### src/rtl/uart_pkg.sv
// -----------------------------------------------------------------------------
// uart_pkg
// Shared definitions for the UART transmit arbiter and its helpers.
//   arb_state_t      : arbiter FSM states
//   UART_DATA_W      : default byte width
//   UART_TIMEOUT_CYC : default watchdog limit (used only with UART_ARB_TIMEOUT_EN)
//   idx_width()      : index width for an N-entry vector, never below 1 bit
// -----------------------------------------------------------------------------
package uart_pkg;

   typedef enum logic [2:0] {
      IDLE       = 3'd0,
      GRANT      = 3'd1,
      LOAD       = 3'd2,
      WAIT_START = 3'd3,
      WAIT_DONE  = 3'd4
   } arb_state_t;

   localparam int UART_DATA_W      = 8;
   localparam int UART_TIMEOUT_CYC = 65535;

   // A single requester still needs a 1-bit index signal.
   function automatic int idx_width(input int n);
      int w;
      if (n > 1) begin
         w = $clog2(n);
      end else begin
         w = 1;
      end
      return w;
   endfunction

endpackage

### src/rtl/uart_tx_arbiter_if.sv
// -----------------------------------------------------------------------------
// uart_tx_arbiter_if
// Bundle of requester handshake and transmitter-side signals of the arbiter.
//   req_valid/req_data : requester byte offers (requester i at [i*DATA_W +: DATA_W])
//   req_ready          : one-hot accept strobe back to requesters
//   tx_empty           : transmitter idle flag
//   tx_ld/tx_data      : load strobe and byte to the transmitter
//   grant_id/busy      : arbiter status
//   timeout_err        : sticky watchdog flag
// Modports: master = client/transmitter side, slave = arbiter side.
// -----------------------------------------------------------------------------
interface uart_tx_arbiter_if
   import uart_pkg::*;
#(
   parameter int N_REQ  = 4,
   parameter int DATA_W = UART_DATA_W
);
   localparam int GID_W = idx_width(N_REQ);

   logic [N_REQ-1:0]        req_valid;
   logic [N_REQ*DATA_W-1:0] req_data;
   logic [N_REQ-1:0]        req_ready;
   logic                    tx_empty;
   logic                    tx_ld;
   logic [DATA_W-1:0]       tx_data;
   logic [GID_W-1:0]        grant_id;
   logic                    busy;
   logic                    timeout_err;

   modport master (
      output req_valid, req_data, tx_empty,
      input  req_ready, tx_ld, tx_data, grant_id, busy, timeout_err
   );

   modport slave (
      input  req_valid, req_data, tx_empty,
      output req_ready, tx_ld, tx_data, grant_id, busy, timeout_err
   );

endinterface

### src/rtl/rr_pick.sv
// -----------------------------------------------------------------------------
// rr_pick
// Combinational round-robin priority selector: returns the first set bit of
// req scanning ptr, ptr+1, ... modulo N_REQ.
//   req       : request vector
//   ptr       : index that has highest priority (must be < N_REQ)
//   winner    : selected index (0 when nothing is requested)
//   any_valid : at least one request bit set
// -----------------------------------------------------------------------------
module rr_pick
   import uart_pkg::*;
#(
   parameter int N_REQ = 4,
   parameter int IDX_W = idx_width(N_REQ)
) (
   input  logic [N_REQ-1:0] req,
   input  logic [IDX_W-1:0] ptr,
   output logic [IDX_W-1:0] winner,
   output logic             any_valid
);

   // Scan from the farthest offset back to ptr so the closest request wins last.
   always_comb begin
      logic [IDX_W-1:0] idx;
      winner    = '0;
      any_valid = |req;
      idx       = '0;
      for (int k = N_REQ - 1; k >= 0; k--) begin
         idx    = IDX_W'((int'(ptr) + k) % N_REQ);
         winner = req[idx] ? idx : winner;
      end
   end

endmodule

### src/rtl/uart_tx_arbiter.sv
// -----------------------------------------------------------------------------
// uart_tx_arbiter
// Shares one UART transmitter among N_REQ requesters with round-robin
// arbitration, sequencing the load strobe and tracking tx_empty so that only
// one byte is ever in flight.
// Ports:
//   clk  : system clock, rising edge
//   rst  : asynchronous active-low reset
//   bus  : uart_tx_arbiter_if.slave (requester handshake + transmitter side)
// Optional feature: define UART_ARB_TIMEOUT_EN to add parameter TIMEOUT_CYC
// and a watchdog over the WAIT_START/WAIT_DONE states that sets the sticky
// timeout_err flag and abandons the stuck frame. Without it timeout_err is 0.
// -----------------------------------------------------------------------------
module uart_tx_arbiter
   import uart_pkg::*;
#(
   parameter int N_REQ  = 4,
   parameter int DATA_W = UART_DATA_W
`ifdef UART_ARB_TIMEOUT_EN
   ,
   parameter int TIMEOUT_CYC = UART_TIMEOUT_CYC
`endif
) (
   input  logic             clk,
   input  logic             rst,
   uart_tx_arbiter_if.slave bus
);

   localparam int GID_W = idx_width(N_REQ);

   arb_state_t        state_r;
   arb_state_t        state_s;
   logic [GID_W-1:0]  rr_ptr_r;
   logic [GID_W-1:0]  rr_ptr_s;
   logic [GID_W-1:0]  grant_id_r;
   logic [GID_W-1:0]  grant_id_s;
   logic [GID_W-1:0]  pick_id_s;
   logic              pick_any_s;
   logic [N_REQ-1:0]  req_ready_r;
   logic [N_REQ-1:0]  req_ready_s;
   logic              tx_ld_r;
   logic              tx_ld_s;
   logic [DATA_W-1:0] tx_data_r;
   logic [DATA_W-1:0] tx_data_s;
   logic              busy_r;
   logic              gnt_valid_s;
   logic [DATA_W-1:0] gnt_data_s;
`ifdef UART_ARB_TIMEOUT_EN
   logic [31:0]       wait_cnt_r;
   logic [31:0]       wait_cnt_s;
   logic              timeout_err_r;
   logic              timeout_err_s;
   logic              timeout_hit_s;
`endif

   // Index after idx, wrapping at N_REQ (stays 0 for a single requester).
   function automatic logic [GID_W-1:0] next_idx(input logic [GID_W-1:0] idx);
      logic [GID_W-1:0] nxt;
      if (int'(idx) >= N_REQ - 1) begin
         nxt = '0;
      end else begin
         nxt = idx + GID_W'(1'b1);
      end
      return nxt;
   endfunction

   rr_pick #(
      .N_REQ (N_REQ),
      .IDX_W (GID_W)
   ) u_rr_pick (
      .req       (bus.req_valid),
      .ptr       (rr_ptr_r),
      .winner    (pick_id_s),
      .any_valid (pick_any_s)
   );

   // Mux out the valid bit and byte of the currently granted requester.
   always_comb begin
      gnt_valid_s = 1'b0;
      gnt_data_s  = '0;
      for (int i = 0; i < N_REQ; i++) begin
         gnt_valid_s = gnt_valid_s | (bus.req_valid[i] & (grant_id_r == GID_W'(i)));
         gnt_data_s  = gnt_data_s |
                       (bus.req_data[i*DATA_W +: DATA_W] & {DATA_W{grant_id_r == GID_W'(i)}});
      end
   end

`ifdef UART_ARB_TIMEOUT_EN
   assign timeout_hit_s = (wait_cnt_r >= 32'(TIMEOUT_CYC - 1));
`endif

   // Next-state and next-output logic; outputs are registered from these values.
   always_comb begin
      state_s     = state_r;
      rr_ptr_s    = rr_ptr_r;
      grant_id_s  = grant_id_r;
      req_ready_s = '0;
      tx_ld_s     = 1'b0;
      tx_data_s   = tx_data_r;
`ifdef UART_ARB_TIMEOUT_EN
      wait_cnt_s    = '0;
      timeout_err_s = timeout_err_r;
`endif
      case (state_r)
         IDLE: begin
            // Only grant onto an idle transmitter; this also covers reset mid-frame.
            if (bus.tx_empty && pick_any_s) begin
               state_s    = GRANT;
               grant_id_s = pick_id_s;
               for (int i = 0; i < N_REQ; i++) begin
                  req_ready_s[i] = (pick_id_s == GID_W'(i));
               end
            end else begin
               state_s = IDLE;
            end
         end
         GRANT: begin
            // req_ready is high this cycle, so valid here completes the transfer.
            if (gnt_valid_s) begin
               tx_data_s = gnt_data_s;
               tx_ld_s   = 1'b1;
               state_s   = LOAD;
            end else begin
               state_s = IDLE;
            end
         end
         LOAD: begin
            state_s = WAIT_START;
         end
         WAIT_START: begin
            if (!bus.tx_empty) begin
               state_s = WAIT_DONE;
            end
`ifdef UART_ARB_TIMEOUT_EN
            else if (timeout_hit_s) begin
               timeout_err_s = 1'b1;
               rr_ptr_s      = next_idx(grant_id_r);
               state_s       = IDLE;
            end
`endif
            else begin
               state_s = WAIT_START;
`ifdef UART_ARB_TIMEOUT_EN
               wait_cnt_s = wait_cnt_r + 32'd1;
`endif
            end
         end
         WAIT_DONE: begin
            if (bus.tx_empty) begin
               rr_ptr_s = next_idx(grant_id_r);
               state_s  = IDLE;
            end
`ifdef UART_ARB_TIMEOUT_EN
            else if (timeout_hit_s) begin
               timeout_err_s = 1'b1;
               rr_ptr_s      = next_idx(grant_id_r);
               state_s       = IDLE;
            end
`endif
            else begin
               state_s = WAIT_DONE;
`ifdef UART_ARB_TIMEOUT_EN
               wait_cnt_s = wait_cnt_r + 32'd1;
`endif
            end
         end
         default: begin
            state_s = IDLE;
         end
      endcase
   end

   // State, pointer and registered outputs.
   always_ff @(posedge clk or negedge rst) begin
      if (!rst) begin
         state_r     <= IDLE;
         rr_ptr_r    <= '0;
         grant_id_r  <= '0;
         req_ready_r <= '0;
         tx_ld_r     <= 1'b0;
         tx_data_r   <= '0;
         busy_r      <= 1'b0;
`ifdef UART_ARB_TIMEOUT_EN
         wait_cnt_r    <= '0;
         timeout_err_r <= 1'b0;
`endif
      end else begin
         state_r     <= state_s;
         rr_ptr_r    <= rr_ptr_s;
         grant_id_r  <= grant_id_s;
         req_ready_r <= req_ready_s;
         tx_ld_r     <= tx_ld_s;
         tx_data_r   <= tx_data_s;
         busy_r      <= (state_s != IDLE);
`ifdef UART_ARB_TIMEOUT_EN
         wait_cnt_r    <= wait_cnt_s;
         timeout_err_r <= timeout_err_s;
`endif
      end
   end

   assign bus.req_ready = req_ready_r;
   assign bus.tx_ld     = tx_ld_r;
   assign bus.tx_data   = tx_data_r;
   assign bus.grant_id  = grant_id_r;
   assign bus.busy      = busy_r;
`ifdef UART_ARB_TIMEOUT_EN
   assign bus.timeout_err = timeout_err_r;
`else
   assign bus.timeout_err = 1'b0;
`endif

endmodule

### src/flat_wrapper.sv
// flat-port wrapper written by rule: the top's interface ports become plain ports
module uart_tx_arbiter_flat import uart_pkg::*;
#(
   parameter int N_REQ  = 4,
   parameter int DATA_W = UART_DATA_W

)
  (clk, rst, bus_req_valid, bus_req_data, bus_tx_empty, bus_req_ready, bus_tx_ld, bus_tx_data, bus_grant_id, bus_busy, bus_timeout_err);
  uart_tx_arbiter_if #(.N_REQ(N_REQ), .DATA_W(DATA_W)) bus_i ();
  input  logic clk;
  input  logic rst;
  input wire logic [$bits(bus_i.req_valid)-1:0] bus_req_valid;
  input wire logic [$bits(bus_i.req_data)-1:0] bus_req_data;
  input wire logic [$bits(bus_i.tx_empty)-1:0] bus_tx_empty;
  output wire logic [$bits(bus_i.req_ready)-1:0] bus_req_ready;
  output wire logic [$bits(bus_i.tx_ld)-1:0] bus_tx_ld;
  output wire logic [$bits(bus_i.tx_data)-1:0] bus_tx_data;
  output wire logic [$bits(bus_i.grant_id)-1:0] bus_grant_id;
  output wire logic [$bits(bus_i.busy)-1:0] bus_busy;
  output wire logic [$bits(bus_i.timeout_err)-1:0] bus_timeout_err;
  assign bus_i.req_valid = bus_req_valid;
  assign bus_i.req_data = bus_req_data;
  assign bus_i.tx_empty = bus_tx_empty;
  assign bus_req_ready = bus_i.req_ready;
  assign bus_tx_ld = bus_i.tx_ld;
  assign bus_tx_data = bus_i.tx_data;
  assign bus_grant_id = bus_i.grant_id;
  assign bus_busy = bus_i.busy;
  assign bus_timeout_err = bus_i.timeout_err;
  uart_tx_arbiter #(.N_REQ(N_REQ), .DATA_W(DATA_W)) u_core (.clk(clk), .rst(rst), .bus(bus_i));
endmodule
### config.mk
export PLATFORM = sky130hd
export DESIGN_NAME = uart_tx_arbiter_flat
export DESIGN_NICKNAME = d
export VERILOG_FILES = /design/src/rtl/uart_pkg.sv /design/src/rtl/uart_tx_arbiter_if.sv /design/src/rtl/rr_pick.sv /design/src/rtl/uart_tx_arbiter.sv /design/src/flat_wrapper.sv
export SDC_FILE = /design/constraint.sdc
export NUM_CORES = 1
export LEC_CHECK = 0
export ABC_AREA = 1
export BUFFER_PORTS_ARGS = -buffer_cell sky130_fd_sc_hd__buf_2
export CORE_ASPECT_RATIO = 1.4
export CORE_MARGIN = 2
export CORE_UTILIZATION = 30
export CTS_CLUSTER_SIZE = 40
export DETAILED_ROUTE_END_ITERATION = 10
export HOLD_SLACK_MARGIN = 0.02
export MAX_ROUTING_LAYER = met4
export PLACE_DENSITY_LB_ADDON = 0.08
export SYNTH_ARGS = -nofsm -noshare
export SYNTH_HDL_FRONTEND = slang
export SYNTH_HIERARCHICAL = 1
export SYNTH_SLANG_ARGS = --single-unit
### constraint.sdc
create_clock -name clk -period 1.3 [get_ports clk]
set_input_delay 0.26 -clock clk [delete_from_list [all_inputs] [get_ports clk]]
set_output_delay 0.26 -clock clk [all_outputs]
set_load 0.05 [all_outputs]
==> out/qor.yml, run 1 <==
floorplan:
  dieArea_sq_um: 5120
  core_area_sq_um: 4460
  die_w_um: 61.1
  initial_core_util_pct: 30.6
  row_count: 29
  die_h_um: 83.9
  ios: 56
sta:
  fin_crit_sh_pct: 104
  rsz0062_at_grt: "true"
  fin_crit_ns: 1.36
  drv_slew: 0
  finalClockSkew_ns: 0.00357
  tns_ns: -0.379
  hold_viol_final: 0
  worst_slack_ns: -0.0573
  max_freq_mhz: 737
  setup_viol: 16
clocking:
  htree_num_levels: 1
  root_buffer: "clkbuf_8"
  clkSinkCount: 21
  clock_path_buffers: 2
  clk_latency_ns: 0.26
  cts.reportedPaths.clkPinSlew_ns: 0.08
  cts_buffers: 3
  cts_tree: "built"
worst_hold_path:
  hold_path.class: "in -> reg"
synth:
  async_flop_share_pct: 100
  synthCells: 189
  yosys.area.top_type: "dfrtp_1"
  yosysSeqAreaShare_pct: 38.4
  avgSynthCellArea_sq_um: 7.24
  synth_seq_cells: 21
  yosys-top-cells-count: "89 x nand2_1, 21 x dfrtp_1, 16 x inv_1, 12 x nand3_1, 9 x nand4_1"
  syn-cell-area_sq_um: 1370
  synth_most_common_cell: "nand2_1"
  synth-edff-count: 0
  yosys.area.top_type_share_pct: 38.4
  synthesis.nets: 232
  dominantRegCellSynth: "dfrtp_1"
  yosysUniqueCellTypes: 20
  synth.area.top_cells: "dfrtp_1 38%, nand2_1 24%, nand3_1 4.4%"
  yosysWarnings: 6
worst_setup_path:
  crit_chain: "inv_4, nand2_1, nand2_1, nand2_1, nand2_2, nand2_2, nand2_1, nand2_1, nand2_1, inv_2, nand2_2, o21ai_1"
  cp.buffers_inverters: 2
  critPathLaunchType: "flop"
  worst_setup_path_end_kind: "flop"
  path_depth: 12
  critPathArrivalTime_ns: 1.50
  cpLargestDelayFamily: "simple AND/OR/NAND/NOR gates"
  reg2regPathDepth: 12
  slowest_stage: "dfrtp_2"
  reg2reg_slack_ns: -0.06
  cp_max_fo: 8
  cp_common_cell: "nand2_1"
  crit_path_max_incr_delay_ns: 0.47
  cp-startpoint: "u_core/rr_ptr_r[0]$_DFFE_PN0P_"
  cp_data_required_time_ns: 1.44
  setup.worst_path.end: "u_core/bus.grant_id[0]$_DFFE_PN0P_"
  reg2reg_to: "u_core/bus.grant_id[0]$_DFFE_PN0P_"
  r2r_start: "u_core/rr_ptr_r[0]$_DFFE_PN0P_"
  path_class: "reg -> reg"
detailed_routing:
  vias: 1376
  drc_errors: 0
  vias_per_cell: 4.25
  dr.pass1.iters: 4
  drt_iter0_drc: 60
  drtAntennaViolNets: 0
  wirelength_um: 3580
  avgRoutedWirePerCell_um: 11.0
final_layout:
  syn_to_final_growth_pct: 45.8
  antennaDiodeCount: 0
  nets: 306
  drive_gt1_share_pct: 46.9
global_routing:
  grt_max_degree: 22
  grt_pass1_wl_um: 5880
  grt_pass1_vias: 1358
  grt_overflow: 0
  track_usage_pct: 15.3
  grt_antenna_before_repair: 0
flow_run:
  cap_violations: 0
power_and_ir_drop:
  leakage_nw: 1.10
  power_density_nw_per_um2: 2380
  peakVddDrop_v: 0.000919
placement:
  port_buffers: 54
  place_ws_ns: -0.165
  place_congestion: 0.740
  dp_hpwl_um: 2830
run_status:
  failed_checks: "negative setup slack"
  status: "finished, violations left"
-- per-stage QoR --
stage	hold WS [ns]	power (mW)	cells	area, sq um	utilization (%)
global route	0.306	5.20	324	1990	44.7
finish	0.282	4.75	324	1990	44.7
floorplan	-0.0356	3.22	189	1380	-
detailed placement	0.263	3.91	315	1790	40.0
global placement	0.258	3.92	315	1790	40.0
CTS	0.267	4.50	321	1880	42.1
-- worst min path at each step --
stage,from,endpoint,slack [ns],cells after the start
global route,bus_tx_empty,u_core/state_r[2]$_DFF_PN0_,0.31,2
detailed placement,rst,u_core/bus.tx_data[2]$_DFFE_PN0P_,0.26,1
global placement,rst,u_core/bus.tx_data[2]$_DFFE_PN0P_,0.26,1
floorplan,rst,u_core/bus.busy$_DFF_PN0_,-0.04,0
CTS,bus_tx_empty,u_core/state_r[2]$_DFF_PN0_,0.27,2
finish,bus_tx_empty,u_core/state_r[2]$_DFF_PN0_,0.28,2
-- worst reg2reg max path, delay by kind of cell, from the launching register on --
family	cells	cell delay, ns
buffers and inverters	2	0.16
flip-flops	1	0.47
AND/OR/NAND/NOR	9	0.54
AO/OA/AOI/OAI	1	0.06
-- registers in the layout (all words and copies together) (netlist names) --
name                  count
u_core/state_r            3
u_core/bus.tx_ld          1
u_core/bus.grant_id       2
u_core/bus.tx_data        8
u_core/bus.busy           1
u_core/rr_ptr_r           2
u_core/bus.req_ready      4
-- cells in the final DEF, fill, tap and decap left out, drive strengths merged --
cell type and count:
nor3 1, dfrtp 21, o21ai 7, dlygate4sd3 1, clkbuf 4, nand2 98, nand4 9, nor2 11
inv 19, or2 1, conb 1, nand3 13, buf 72, ha 4
-- report_power, final --
group	switching (mW)	internal, mW
registers	0.229	0.922
clock network	0.207	0.218
logic	2.06	1.12
-- timing repair --
action                     in CTS  in global routing
gates cloned                    0                  1
hold endpoints to repair       21                  0
pin swaps                       8                 17
resized for setup              15                 25
setup endpoints to repair      17                 19
hold buffers                    1                  0
setup buffers                   1                  2
-- kinds of logic (layout without fill, tap and decap cells) --
| logic type | after synthesis | count (layout) | share of synthesized area [%] |
|---|---|---|---|
| adder cells (fa/ha/maj) | 4 | 4 | 3.66 |
| other | 1 | 1 | 0.274 |
| flip-flops | 21 | 21 | 38.4 |
| AO/OA/AOI/OAI | 7 | 7 | 3.39 |
| buffers and inverters | 24 | 96 | 8.78 |
| AND/OR/NAND/NOR | 132 | 133 | 45.5 |
-- layout make-up --
cell class / instances / area, sq um
repair buffers: 73 / 439
flip-flops and latches: 21 / 531
well taps: 62 / 77.6
multi-input cells: 145 / 823
fillers: 474 / 2470
clock buffers: 4 / 45.0
inverters: 19 / 78.8
-- layer usage --
layer	wire length, um	part of all wire (%)	up-vias	track usage, %
met2	1860	52	37	26.4
met1	1530	43	602	17.6
met4	24	0.67	0	4.74
met5	0	0	-	-
met3	159	4.4	2	2.02
li1	-	-	735	-
(Power assumes the default switching activity.)
==> run 2: changes to the inputs <==
SETUP_SLACK_MARGIN = 0.2   (was unset)
==> out/qor.yml, run 2 (same netlist as run 1, synthesis figures left out) <==
run_status:
  status: "finished, violations left"
  failed_checks: "negative setup slack"
final_layout:
  n_fill_cell: 485  # +2.3%
  mostFrequentLayoutCell: "nand2_1"
  syn_to_final_growth_pct: 55.1
  antennaDiodeCount: 0  # unchanged
  stdcell_count: 324  # unchanged
  drive_gt1_share_pct: 50.4  # +3.4 points
  final_cell_mix: "75 x nand2_1, 38 x buf_2, 21 x buf_4, 17 x dfrtp_1, 16 x nand2_2"
  nets: 306  # unchanged
  largest_reg_flops: 8  # unchanged
power_and_ir_drop:
  p_switching_mw: 2.60  # +4.3%
  peakVddDrop_v: 0.000904  # -1.6%
  leakage_nw: 1.14  # +3.4%
  pwr-share-seq_pct: 23.7  # -0.5 points
  swShare_pct: 51.0  # -1.5 points
  power_density_nw_per_um2: 2410  # +0.97%
  cell_internal_pwr_mw: 2.50  # +11%
  clkPwrFrac_pct: 8.2  # -0.7 points
  comb_power_share_pct: 68.1  # +1.2 points
worst_setup_path:
  critPathArrivalTime_ns: 1.13  # -0.37 ns
  path_class: "reg -> out"
  worst_setup_path_end_kind: "output pin"
  cp_data_required_time_ns: 1.04  # -0.40 ns
  critPathLaunchType: "flop"
  cp_max_fo: 5  # -3
sta:
  max_freq_mhz: 718  # -2.5%
  holdWs_ns: 0.299  # +0.0166 ns
  setup_viol: 17  # +1
  worst_slack_ns: -0.0919  # -0.0346 ns
  fin_crit_sh_pct: 107  # +2.7 points
  drv_slew: 0  # unchanged
  fin_crit_ns: 1.39  # +0.0346 ns
  finalClockSkew_ns: 0.00554  # +0.00197 ns
  tns_ns: -0.567  # -0.188 ns
  rsz0062_at_grt: "true"
  hold_viol_final: 0  # unchanged
clocking:
  htree_num_levels: 1  # unchanged
  cts_tree: "built"
  cts.reportedPaths.clkPinSlew_ns: 0.08  # about the same
  cts_buffers: 3  # unchanged
  clock_path_buffers: 2  # unchanged
  root_buffer: "clkbuf_8"
  clk_latency_ns: 0.26  # about the same
  clkSinkCount: 21  # unchanged
detailed_routing:
  dr.pass1.iters: 4  # unchanged
  drc_errors: 0  # unchanged
  vias_per_cell: 4.37  # +2.8%
  drt_iter0_drc: 29  # -52%
  drtAntennaViolNets: 0  # unchanged
  wirelength_um: 3720  # +4.0%
  vias: 1415  # +2.8%
  avgRoutedWirePerCell_um: 11.5  # +4.0%
worst_hold_path:
  hold_path.class: "in -> reg"
placement:
  port_buffers: 54  # unchanged
  dp_hpwl_um: 2910  # +2.8%
  place_congestion: 0.790  # +6.7%
  placed_cells: 314  # -0.32%
global_routing:
  grt_antenna_before_repair: 0  # unchanged
  grt_pass1_wl_um: 5910  # +0.48%
  grt_overflow: 0  # unchanged
  track_usage_pct: 15.5  # +0.17 points
  grt_max_degree: 22  # unchanged
  grt_pass1_vias: 1378  # +1.5%
floorplan:
  core_area_sq_um: 4460  # unchanged
  dieArea_sq_um: 5120  # unchanged
  initial_core_util_pct: 30.6  # unchanged
  die_h_um: 83.9  # unchanged
  ios: 56  # unchanged
  row_count: 29  # unchanged
  die_w_um: 61.1  # unchanged
flow_run:
  cap_violations: 0  # unchanged
[run 2: cell types whose count changed in the layout (fill, tap and decap cells not counted), sizes merged]
cell  change
buf       +1
nor2      -1
[run 2: metal layers]
| layer | GRT usage, % | wire length (um) | share of wire (%) | vias up |
|---|---|---|---|---|
| li1 | - | - | - | 734 |
| met1 | 16.2 | 1430 | 38 | 639 |
| met2 | 27.8 | 2060 | 55 | 37 |
| met3 | 2.02 | 174 | 4.7 | 5 |
| met4 | 5.93 | 55 | 1.5 | 0 |
| met5 | - | 0 | 0 | - |
[run 2: worst paths after layout]
check,start,end,slack (ns),depth (start not counted)
max in group asynchronous,rst,u_core/bus.grant_id[0]$_DFFE_PN0P_,0.46,2
min in group asynchronous,rst,u_core/bus.tx_data[3]$_DFFE_PN0P_,0.49,2
setup / recovery,u_core/bus.grant_id[0]$_DFFE_PN0P_,bus_grant_id[0],-0.09,3
hold reg to reg,u_core/bus.tx_data[5]$_DFFE_PN0P_,u_core/bus.tx_data[5]$_DFFE_PN0P_,0.49,2
hold / removal,bus_tx_empty,u_core/state_r[2]$_DFF_PN0_,0.30,2
setup reg to reg,u_core/rr_ptr_r[0]$_DFFE_PN0P_,u_core/bus.grant_id[0]$_DFFE_PN0P_,-0.07,11
[run 2: power groups by stage]
stage	clock (mW)	sequential, mW	combinational [mW]
CTS	0.449	1.16	3.16
global route	0.471	1.24	3.80
global placement	0	1.11	2.83
floorplan	0	1.77	1.48
finish	0.421	1.21	3.47
detailed placement	0	1.12	2.82
[run 2: layout make-up]
class	instances	area [sq um]	share of cell area, %
Clock buffer	4	45.0	2.12
Inverter	19	78.8	3.72
Multi-Input combinational cell	144	870	41.0
Sequential cell	21	531	25.0
Tap cell	62	77.6	3.66
Timing Repair Buffer	74	519	24.5
[run 2: metrics by stage]
step	util (%)	power, mW	setup slack [ns]	area (sq um)
after floorplan	-	3.24	-0.184	1380
after global placement	39.9	3.95	-0.132	1780
after detailed placement	39.9	3.94	-0.103	1780
after CTS	44.2	4.76	-0.0479	1970
after global routing	47.5	5.51	-0.161	2120
final	47.5	5.10	-0.0919	2120
[run 2: worst max-delay path, stage by stage, from the launching register on]
cell and delay (ns):
dfrtp_2 0.49, buf_6 0.14, buf_6 0.11, buf_8 0.14
[run 2: timing repair]
action	4_1_cts	5_1_grt
endpoints found under the setup margin	31	35
hold buffers	1	0
buffers inserted	1	4
pin swaps	7	19
endpoints found under the hold margin	21	0
gates resized for setup	43	34
